===== src/rtl/updown_counter_mod_if.sv =====
// ---------------------------------------------------------------------------
// updown_counter_mod_if
//
// Purpose:
//   Bundles the control inputs and registered status outputs of the
//   parametrised up/down counter so they travel as a single port.
//
// Signals:
//   en        count enable
//   up_dnb    direction: 1 = up, 0 = down
//   load      synchronous load strobe
//   load_val  value to load (clamped to max_val by the counter)
//   max_val   inclusive terminal value
//   step      increment/decrement magnitude
//   count     registered count
//   tc_up     registered pulse: up-step passed max_val
//   tc_dn     registered pulse: down-step passed 0
//   err       registered pulse: step > max_val in wrap mode
//
// Modports:
//   master  drives the controls and observes the status (user side)
//   slave   the counter itself
// ---------------------------------------------------------------------------
interface updown_counter_mod_if #(
  parameter int WIDTH  = 8,
  parameter int STEP_W = 4
);

  logic              en;
  logic              up_dnb;
  logic              load;
  logic [WIDTH-1:0]  load_val;
  logic [WIDTH-1:0]  max_val;
  logic [STEP_W-1:0] step;
  logic [WIDTH-1:0]  count;
  logic              tc_up;
  logic              tc_dn;
  logic              err;

  modport master (
    output en,
    output up_dnb,
    output load,
    output load_val,
    output max_val,
    output step,
    input  count,
    input  tc_up,
    input  tc_dn,
    input  err
  );

  modport slave (
    input  en,
    input  up_dnb,
    input  load,
    input  load_val,
    input  max_val,
    input  step,
    output count,
    output tc_up,
    output tc_dn,
    output err
  );

endinterface


===== src/rtl/updown_counter_mod.sv =====
// ---------------------------------------------------------------------------
// updown_counter_mod
//
// Purpose:
//   General up/down counting primitive with a programmable inclusive
//   terminal value, programmable step, synchronous load and a choice of
//   wrap-around (modulo max_val+1) or saturating behaviour at the bounds.
//   Terminal-count and configuration-error flags are single-cycle pulses
//   registered on the same edge as the count update.
//
// Parameters:
//   WIDTH     counter width; count range is 0..max_val
//   STEP_W    width of the step input (must not exceed WIDTH)
//   SATURATE  0 = wrap modulo (max_val+1), 1 = clamp at bounds
//
// Ports:
//   clk   clock, all state updates on the rising edge
//   rst   asynchronous, active-high reset
//   bus   updown_counter_mod_if.slave (controls in, count/flags out)
//
// Per-edge priority: load > range clamp > enabled count > hold.
// ---------------------------------------------------------------------------
module updown_counter_mod #(
  parameter int WIDTH    = 8,
  parameter int STEP_W   = 4,
  parameter int SATURATE = 0
) (
  input  logic                clk,
  input  logic                rst,
  updown_counter_mod_if.slave bus
);

  localparam int EXT_W = WIDTH + 1;
  localparam bit SAT_MODE = (SATURATE != 0);

  // Registered state
  logic [WIDTH-1:0] count_q;
  logic             tc_up_q;
  logic             tc_dn_q;
  logic             err_q;

  // Next-state values
  logic [WIDTH-1:0] count_d;
  logic             tc_up_d;
  logic             tc_dn_d;
  logic             err_d;

  // Extended operands: one extra bit so no sum or difference truncates.
  logic [EXT_W-1:0] cnt_ext;
  logic [EXT_W-1:0] max_ext;
  logic [EXT_W-1:0] step_ext;
  logic [EXT_W-1:0] sum_up;
  logic [EXT_W-1:0] diff_dn;
  logic [EXT_W-1:0] wrap_up;
  logic [EXT_W-1:0] wrap_dn;
  logic             cfg_err;
  logic             step_nz;

  assign cnt_ext  = {1'b0, count_q};
  assign max_ext  = {1'b0, bus.max_val};
  assign step_ext = EXT_W'(bus.step);
  assign step_nz  = (step_ext != '0);

  // With STEP_W <= WIDTH every intermediate below fits in WIDTH+1 bits:
  // count <= max_val < 2^WIDTH and step < 2^WIDTH.
  assign sum_up  = cnt_ext + step_ext;
  assign diff_dn = cnt_ext - step_ext;
  assign wrap_up = sum_up - (max_ext + EXT_W'(1));
  assign wrap_dn = cnt_ext + max_ext + EXT_W'(1) - step_ext;

  // A step larger than the whole range cannot wrap meaningfully, so in wrap
  // mode it is flagged and the count is clamped like saturate mode instead.
  assign cfg_err = !SAT_MODE && (step_ext > max_ext);

  // Next-state selection. Overflow branches only fire when the count is in
  // range (the clamp branch takes priority), so a wrapped result always
  // lands inside 0..max_val.
  always_comb begin
    count_d = count_q;
    tc_up_d = 1'b0;
    tc_dn_d = 1'b0;
    err_d   = 1'b0;

    if (bus.load) begin
      count_d = (bus.load_val > bus.max_val) ? bus.max_val : bus.load_val;
    end else if (cnt_ext > max_ext) begin
      // max_val was lowered under a running count; pull back silently.
      count_d = bus.max_val;
    end else if (bus.en && step_nz) begin
      if (bus.up_dnb) begin
        if (sum_up <= max_ext) begin
          count_d = WIDTH'(sum_up);
        end else begin
          tc_up_d = 1'b1;
          err_d   = cfg_err;
          if (SAT_MODE || cfg_err) begin
            count_d = bus.max_val;
          end else begin
            count_d = WIDTH'(wrap_up);
          end
        end
      end else begin
        if (step_ext <= cnt_ext) begin
          count_d = WIDTH'(diff_dn);
        end else begin
          tc_dn_d = 1'b1;
          err_d   = cfg_err;
          if (SAT_MODE || cfg_err) begin
            count_d = '0;
          end else begin
            count_d = WIDTH'(wrap_dn);
          end
        end
      end
    end
  end

  // State register; flags are rewritten every edge so they pulse for
  // exactly one cycle unless re-triggered.
  always_ff @(posedge clk or posedge rst) begin
    if (rst) begin
      count_q <= '0;
      tc_up_q <= 1'b0;
      tc_dn_q <= 1'b0;
      err_q   <= 1'b0;
    end else begin
      count_q <= count_d;
      tc_up_q <= tc_up_d;
      tc_dn_q <= tc_dn_d;
      err_q   <= err_d;
    end
  end

  assign bus.count = count_q;
  assign bus.tc_up = tc_up_q;
  assign bus.tc_dn = tc_dn_q;
  assign bus.err   = err_q;

endmodule


===== src/flat_wrapper.sv =====
// flat-port wrapper written by rule: the top's interface ports become plain ports
module updown_counter_mod_flat 
#(
  parameter int WIDTH    = 8,
  parameter int STEP_W   = 4,
  parameter int SATURATE = 0
)
  (clk, rst, bus_en, bus_up_dnb, bus_load, bus_load_val, bus_max_val, bus_step, bus_count, bus_tc_up, bus_tc_dn, bus_err);
  updown_counter_mod_if #(.WIDTH(WIDTH), .STEP_W(STEP_W)) bus_i ();
  input  logic clk;
  input  logic rst;
  input wire logic [$bits(bus_i.en)-1:0] bus_en;
  input wire logic [$bits(bus_i.up_dnb)-1:0] bus_up_dnb;
  input wire logic [$bits(bus_i.load)-1:0] bus_load;
  input wire logic [$bits(bus_i.load_val)-1:0] bus_load_val;
  input wire logic [$bits(bus_i.max_val)-1:0] bus_max_val;
  input wire logic [$bits(bus_i.step)-1:0] bus_step;
  output wire logic [$bits(bus_i.count)-1:0] bus_count;
  output wire logic [$bits(bus_i.tc_up)-1:0] bus_tc_up;
  output wire logic [$bits(bus_i.tc_dn)-1:0] bus_tc_dn;
  output wire logic [$bits(bus_i.err)-1:0] bus_err;
  assign bus_i.en = bus_en;
  assign bus_i.up_dnb = bus_up_dnb;
  assign bus_i.load = bus_load;
  assign bus_i.load_val = bus_load_val;
  assign bus_i.max_val = bus_max_val;
  assign bus_i.step = bus_step;
  assign bus_count = bus_i.count;
  assign bus_tc_up = bus_i.tc_up;
  assign bus_tc_dn = bus_i.tc_dn;
  assign bus_err = bus_i.err;
  updown_counter_mod #(.WIDTH(WIDTH), .STEP_W(STEP_W), .SATURATE(SATURATE)) u_core (.clk(clk), .rst(rst), .bus(bus_i));
endmodule

===== config.mk =====
export PLATFORM = sky130hd
export DESIGN_NAME = updown_counter_mod_flat
export DESIGN_NICKNAME = d
export VERILOG_FILES = /design/src/rtl/updown_counter_mod_if.sv /design/src/rtl/updown_counter_mod.sv /design/src/flat_wrapper.sv
export SDC_FILE = /design/constraint.sdc
export NUM_CORES = 1
export LEC_CHECK = 0
export ABC_AREA = 0
export CORE_ASPECT_RATIO = 2
export CORE_UTILIZATION = 30
export CTS_CLUSTER_DIAMETER = 50
export DETAILED_ROUTE_END_ITERATION = 7
export PLACE_DENSITY = 0.51
export SLEW_MARGIN = 20
export SYNTH_ARGS = -nofsm -noshare
export SYNTH_HDL_FRONTEND = slang
export SYNTH_SLANG_ARGS = --single-unit

===== constraint.sdc =====
create_clock -name clk -period 3.51 [get_ports clk]
set_clock_uncertainty 0.2 [all_clocks]
set_input_delay 1.053 -clock clk [delete_from_list [all_inputs] [get_ports clk]]
set_output_delay 1.053 -clock clk [all_outputs]
set_load 0.02 [all_outputs]

==> reports/summary.txt, run 1 <==
Post-Route WL -> 10.9 mm
Clock share of power -> 5.8%
Die area -> 9280 µm²
Final worst path period share -> 118%
Initial cell density of the core -> 31.0%
Worst-Margin Slew -> 0.463 ns
Delay-heaviest family, CP -> compound AO/OA/AOI/OAI gates
Clk slew on worst S/H paths -> 0.05 ns
Area delta synth->final -> 62.4%
Critical path fanouts, max -> 8
ANT nets after route -> 0
Gate Count Post-Synth -> 335
Status -> finished, violations left
Cts bufs inserted -> 3
DRC viols -> 0
Htree depth -> 1
Hold depth -> 3
Slowest cell on crit path -> or3_1
Ports -> 36
Global-route wire length before repair -> 16.2 mm
Aggregate global-route resource usage -> 24.6%
Initial DRC count -> 131
Register-to-Register Setup Slack -> -0.20 ns
Kind of critical path -> in2reg
Pre-antenna DRT Iters -> 4
Final Net Count -> 556
Final WS setup -> -0.616 ns
Leak Pwr -> 2.06 nW
Yosys warns -> 0
Combinational share of power -> 88.2%
Routed WL per cell -> 19.1 µm
Worst R2R End -> u_core.bus.count[7]
# clock sinks -> 11
Dpl ws -> -1.48 ns
Worst Path Required -> 3.43 ns
Violated checks -> negative setup slack
Netlist cell types -> 60
Post-DP HPWL -> 9.43 mm
Layout cell share with drive strength beyond 1 -> 34.2%
GRT Residual Overflow -> 0
Min Tclk post-route -> 4.13 ns
Root Buffer -> clkbuf_16
Post-synth EDFFs -> 0
Max stage delay on crit path -> 0.36 ns
Hold Slack -> 0.515 ns
Mux cell area share after synthesis -> 4.23%
Setup TNS -> -4.63 ns
Synth Area in Simple Gates -> 16.2%
Tot Pwr -> 0.00377 W
Vias per inst -> 5.38
Mapped Avg Cell Area -> 7.95 µm²
Final Hold Violating Endpoints -> 0
Async S/R FF share, synth -> 100%
Adder-Cell Fraction of Synth Area -> 28.5%
Placer congestion estimate -> 0.919
Mapped Area -> 2660 µm²
Worst path cell trace -> buf_8 > inv_4 > ha_4 > nor2b_4 > o211ai_1 > buf_4 > a21oi_4 > xnor2_2 > ha_1 > and3_4 > nand2_2 > o22a_1 > or3_1 > buf_6 > mux2_4 > o221ai_2 > a31oi_1
Clock latency on the worst-skew pair -> 0.25 ns
Critical Path AT -> 4.05 ns
Mapped Nets -> 417
Setup crit start kind -> input port
CTS Buffer Depth -> 2
Pin count of the biggest net entering global routing -> 12
ANT cells -> 0
Max-slew violations -> 0
Final core occ -> 50.3%
Sequential share of the synthesized area -> 10.3%
Setup violators final -> 10
Fmax -> 0.242 GHz
Synth Area in Compound Gates -> 26.1%
Largest family of logic cells by synthesized area -> adder cells
Xor and xnor fraction of the mapped netlist area -> 6.58%
R2R cell count -> 15
Synth top area share -> 24.0%
Int Pwr -> 0.00200 W
R2R Path Start -> u_core.bus.count[1]
Max transition margin -> 69.1%
Switching pwr -> 0.00177 W
RSZ-0062 raised after global routing -> true
TritonCTS clock tree -> yes
Port-buffer cells -> 35
Core Region -> 8590 µm²
PwrDens -> 871 nW/µm²
Top cells by area, synth -> ha_1 (24%), dfrtp_1 (10%), inv_1 (6.5%)
Min-Delay Startpoint -> u_core.bus.count[5]
Worst Path Buf+Inv -> 4
Worst hold endpoint -> u_core.bus.count[5]
Capturing element type of the critical path -> register
Initial antenna violation count -> 0
Min-delay worst type -> reg2reg
Max_cap viols -> 0
Sequential share of power -> 6.0%
Chip height -> 135 µm
Vias in the first global route -> 3171
Synth Register Bits -> 11
Dominant synthesized flop cell -> dfrtp_1
Die W -> 68.6 µm
Row count -> 48
Leading area contributor after synthesis -> ha_1
Via count -> 3082
Switch share -> 46.9%
VDD IR max -> 0.363 mV
## registers in the layout, indices dropped and copies added, names as in the netlist
signal / cells
u_core.bus.count: 8
u_core.bus.err: 1
u_core.bus.tc_dn: 1
u_core.bus.tc_up: 1
## cell usage in the layout, fill, tap and decap left out, types with 6 or more instances in the layout
| master | Yosys | final |
|---|---|---|
| a21oi_1 | 24 | 19 |
| buf_4 | 0 | 102 |
| clkdlybuf4s50_1 | 0 | 31 |
| dfrtp_1 | 11 | 11 |
| ha_1 | 51 | 41 |
| ha_4 | 0 | 9 |
| inv_1 | 46 | 42 |
| mux2i_1 | 9 | 9 |
| nand2_1 | 14 | 12 |
| nand3_1 | 7 | 6 |
| nor2_1 | 15 | 15 |
| nor2b_1 | 8 | 7 |
| nor3_1 | 12 | 9 |
| o211ai_1 | 8 | 8 |
| o21ai_1 | 7 | 7 |
| xnor2_1 | 14 | 11 |
## synthesized netlist by cell type (all sizes together) (2+ instances only)
library cell  instances
nand4                 3
a31oi                 3
o41a                  2
ha                   51
o21ai                13
nor2b                 8
and3b                 2
nor3                 12
o211ai                8
a221o                 3
a2111oi               3
nand2b                4
mux2i                 9
nor2                 16
mux2                  2
o21a                  5
xnor2                14
or4                   2
a21oi                24
dfrtp                11
and2                  3
and3                  4
a21o                  5
nand2                14
o21bai                2
a211oi                3
a22oi                 3
clkbuf                7
inv                  49
a221oi                5
a31o                  2
nand3                 7
fa                    6
a22o                  4
xor2                  6
## metrics by stage
step                      instance area, µm²  std cells
after floorplan                         2750        335
after global placement                  3930        560
after detailed placement                3930        560
after CTS                               4170        567
after global routing                    4320        573
final                                   4320        573
## kinds of logic (layout without fill, tap and decap cells)
kind of cell	Yosys count	in the layout
compound gates	97	97
simple gates	82	82
fa+ha+maj	57	57
buf+inv	57	195
xor+xnor	20	20
mux	11	11
flops	11	11
## timing repair
item | in CTS | in global routing
resized for setup | 46 | 22
setup buffers | 5 | 7
pin swaps | 17 | 17
hold buffers | 0 | 0
endpoints found under the setup margin | 11 | 11
hold endpoints to repair | 0 | 0
## worst max path at each step
stage,start,cells past startpoint,to
after floorplan,bus_step[3],16,u_core.bus.count[7]
after global placement,bus_step[3],16,u_core.bus.count[7]
after detailed placement,bus_step[3],16,u_core.bus.count[7]
after CTS,bus_step[0],16,u_core.bus.count[7]
after global routing,bus_step[1],16,u_core.bus.count[7]
final,bus_step[1],17,u_core.bus.count[7]
## power by group through the flow
stage	clock network (W)	registers [W]	logic [W]
after global routing	0.000221	0.000228	0.00361
after floorplan	0	0.000285	0.00161
final	0.000218	0.000226	0.00332
after global placement	0	0.000223	0.00296
after detailed placement	0	0.000223	0.00297
after CTS	0.000216	0.000224	0.00315
## cell type report
type / instances / area (µm²)
clock buffer: 3 / 75.1
clock inverter: 1 / 5.00
fill: 844 / 4260
inverter: 49 / 201
multi-input combinational: 267 / 2450
sequential: 11 / 275
tap: 100 / 125
timing repair buffer: 142 / 1190
## per-layer routing
layer,part of all wire (%),track usage [%],routed length [µm],vias to the layer above
met3,4.2,2.95,462,40
li1,-,-,-,1498
met5,0,0,0,-
met4,8.1,16.0,885,0
met2,55,46.4,5990,104
met1,33,23.1,3590,1440
## worst register-to-register path, stage by stage, from the launching register on
cell,delay [ns]
dfrtp_1,0.45
ha_4,0.32
nor2b_4,0.04
o211ai_1,0.35
buf_4,0.20
a21oi_4,0.06
xnor2_2,0.18
ha_1,0.34
and3_4,0.19
nand2_2,0.04
o22a_1,0.21
or3_1,0.36
buf_6,0.16
mux2_4,0.30
o221ai_2,0.12
a31oi_1,0.11
No activity file was read; power rests on OpenSTA's default activity.
==> run 2: changes to the inputs <==
--- a/config.mk
+++ b/config.mk
@@ -10,7 +10,7 @@
 export CORE_UTILIZATION = 30
 export CTS_CLUSTER_DIAMETER = 50
 export DETAILED_ROUTE_END_ITERATION = 7
-export PLACE_DENSITY = 0.51
+export PLACE_DENSITY = 0.49
 export SLEW_MARGIN = 20
 export SYNTH_ARGS = -nofsm -noshare
 export SYNTH_HDL_FRONTEND = slang
==> constraint.sdc (replaced) <==
create_clock -name clk -period 4.95 [get_ports clk]
set_clock_uncertainty 0.2 [all_clocks]
set_input_delay 1.485 -clock clk [delete_from_list [all_inputs] [get_ports clk]]
set_output_delay 1.485 -clock clk [all_outputs]
set_load 0.02 [all_outputs]
==> reports/summary.txt, run 2 (synthesized netlist as in run 1, its figures left out) <==
Status -> complete, no violations
Post-Route WL -> 10.5 mm
Final WS setup -> 0.147 ns
Ports -> 36
Setup crit start kind -> input port
Clk slew on worst S/H paths -> 0.04 ns
Layout cell share with drive strength beyond 1 -> 18.1%
ANT cells -> 0
PwrDens -> 613 nW/µm²
Final Hold Violating Endpoints -> 0
Initial DRC count -> 117
R2R cell count -> 15
Largest register FFs -> 8
Leak Pwr -> 1.73 nW
Row count -> 48
Setup TNS -> 0 ns
Chip height -> 135 µm
Critical path fanouts, max -> 7
Post-Place Cells -> 508
Commonest non-fill, non-tap cell in the layout -> buf_4
Max transition margin -> 58.3%
Hold Buf Count CTS -> 0
Pin count of the biggest net entering global routing -> 13
RSZ-0062 raised after global routing -> false
Hold depth -> 2
Global-route wire length before repair -> 15.8 mm
Hold Slack -> 0.509 ns
Initial cell density of the core -> 31.0%
Kind of critical path -> in2reg
Final Net Count -> 497
Dpl ws -> -0.656 ns
Setup crit start -> bus_step[0]
Max_cap viols -> 0
Aggregate global-route resource usage -> 24.2%
Via count -> 2838
GRT Residual Overflow -> 0
Placer congestion estimate -> 0.887
Most frequent cells in the layout -> buf_4 (47), ha_1 (46), inv_1 (43)
Pre-antenna DRT Iters -> 4
Worst Path Required -> 4.86 ns
Min Tclk post-route -> 4.80 ns
Area delta synth->final -> 37.5%
CTS Buffer Depth -> 2
VDD IR max -> 0.291 mV
Initial antenna violation count -> 0
Final core occ -> 42.6%
Clock latency on the worst-skew pair -> 0.24 ns
Port-buffer cells -> 35
Fmax -> 0.208 GHz
Vias in the first global route -> 2981
Post-DP HPWL -> 9.03 mm
Critical Path AT -> 4.72 ns
# clock sinks -> 11
Final worst path period share -> 97.0%
Min-Delay Startpoint -> u_core.bus.count[6]
Die W -> 68.6 µm
Root Buffer -> clkbuf_16
Vias per inst -> 5.52
Htree depth -> 1
Min-delay worst type -> reg2reg
TritonCTS clock tree -> yes
Worst-Margin Slew -> 0.609 ns
Cts bufs inserted -> 3
Die area -> 9280 µm²
Routed WL per cell -> 20.4 µm
Finished Layout Cells -> 514
Capturing element type of the critical path -> register
ANT nets after route -> 0
Core Region -> 8590 µm²
DRC viols -> 0
Register with the most flip-flops -> u_core.bus.count
Setup violators final -> 0
Max-slew violations -> 0
R2R Path Start -> u_core.bus.count[1]
==> run 2: cell count changes in the layout (fill, tap and decap cells not counted), moves of 3 or more <==
cell	delta
ha_1	+5
a21oi_1	+4
dlygate4sd2_1	+4
ha_4	-5
buf_4	-55
buf_6	-4
nor3_1	+3
a21oi_2	-3
==> run 2: final timing paths <==
| check | to | slack [ns] |
|---|---|---|
| worst min register to register | u_core.bus.count[6] | 0.51 |
| worst min-delay path | u_core.bus.count[6] | 0.51 |
| max in group asynchronous | u_core.bus.count[4] | 2.87 |
| worst max-delay path | u_core.bus.count[7] | 0.15 |
| min in group asynchronous | u_core.bus.count[7] | 1.36 |
| worst max register to register | u_core.bus.count[7] | 1.00 |
==> run 2: critical path, cell delays in order <==
cell	delay (ns)
dlygate4sd2_1	0.25
ha_2	0.19
fa_1	0.38
nand2b_1	0.11
a21oi_2	0.09
o211ai_1	0.19
xnor2_1	0.09
buf_4	0.16
ha_1	0.31
and3_4	0.19
nand2_1	0.05
o22a_1	0.22
or3_4	0.41
mux2_4	0.33
o221ai_2	0.15
a31oi_1	0.11
==> run 2: final cells by class <==
cell class / count / area [µm²]
Fill cell: 898 / 4930
Multi-Input combinational cell: 267 / 2290
Timing Repair Buffer: 83 / 709
Sequential cell: 11 / 275
Inverter: 49 / 184
Tap cell: 100 / 125
Clock buffer: 4 / 78.8
==> run 2: timing repair <==
action	4_1_cts	5_1_grt
buffers inserted	2	0
pin swaps	6	1
gates resized for setup	24	1
setup endpoints to repair	9	6
gates cloned	0	0
==> run 2: where the power goes <==
group	internal [W]	total, W	switching [W]	leakage, nW
registers	0.000118	0.000197	0.0000786	0.136
logic	0.000916	0.00190	0.000982	1.56
clock network	0.000108	0.000150	0.0000416	0.0382
==> run 2: layer usage <==
metal | GRT usage (%) | wire length, µm
met5 | 0 | 0
met4 | 18.1 | 999
met3 | 2.78 | 359
met2 | 44.4 | 5610
met1 | 23.1 | 3540
==> run 2: per-stage QoR <==
| step | power [W] | area (µm²) |
|---|---|---|
| 5_1_grt | 0.00243 | 3660 |
| 2_1_floorplan | 0.00128 | 2660 |
| 3_3_place_gp | 0.00200 | 3450 |
| 3_5_place_dp | 0.00200 | 3450 |
| 4_1_cts | 0.00226 | 3660 |
| 6_report | 0.00225 | 3660 |
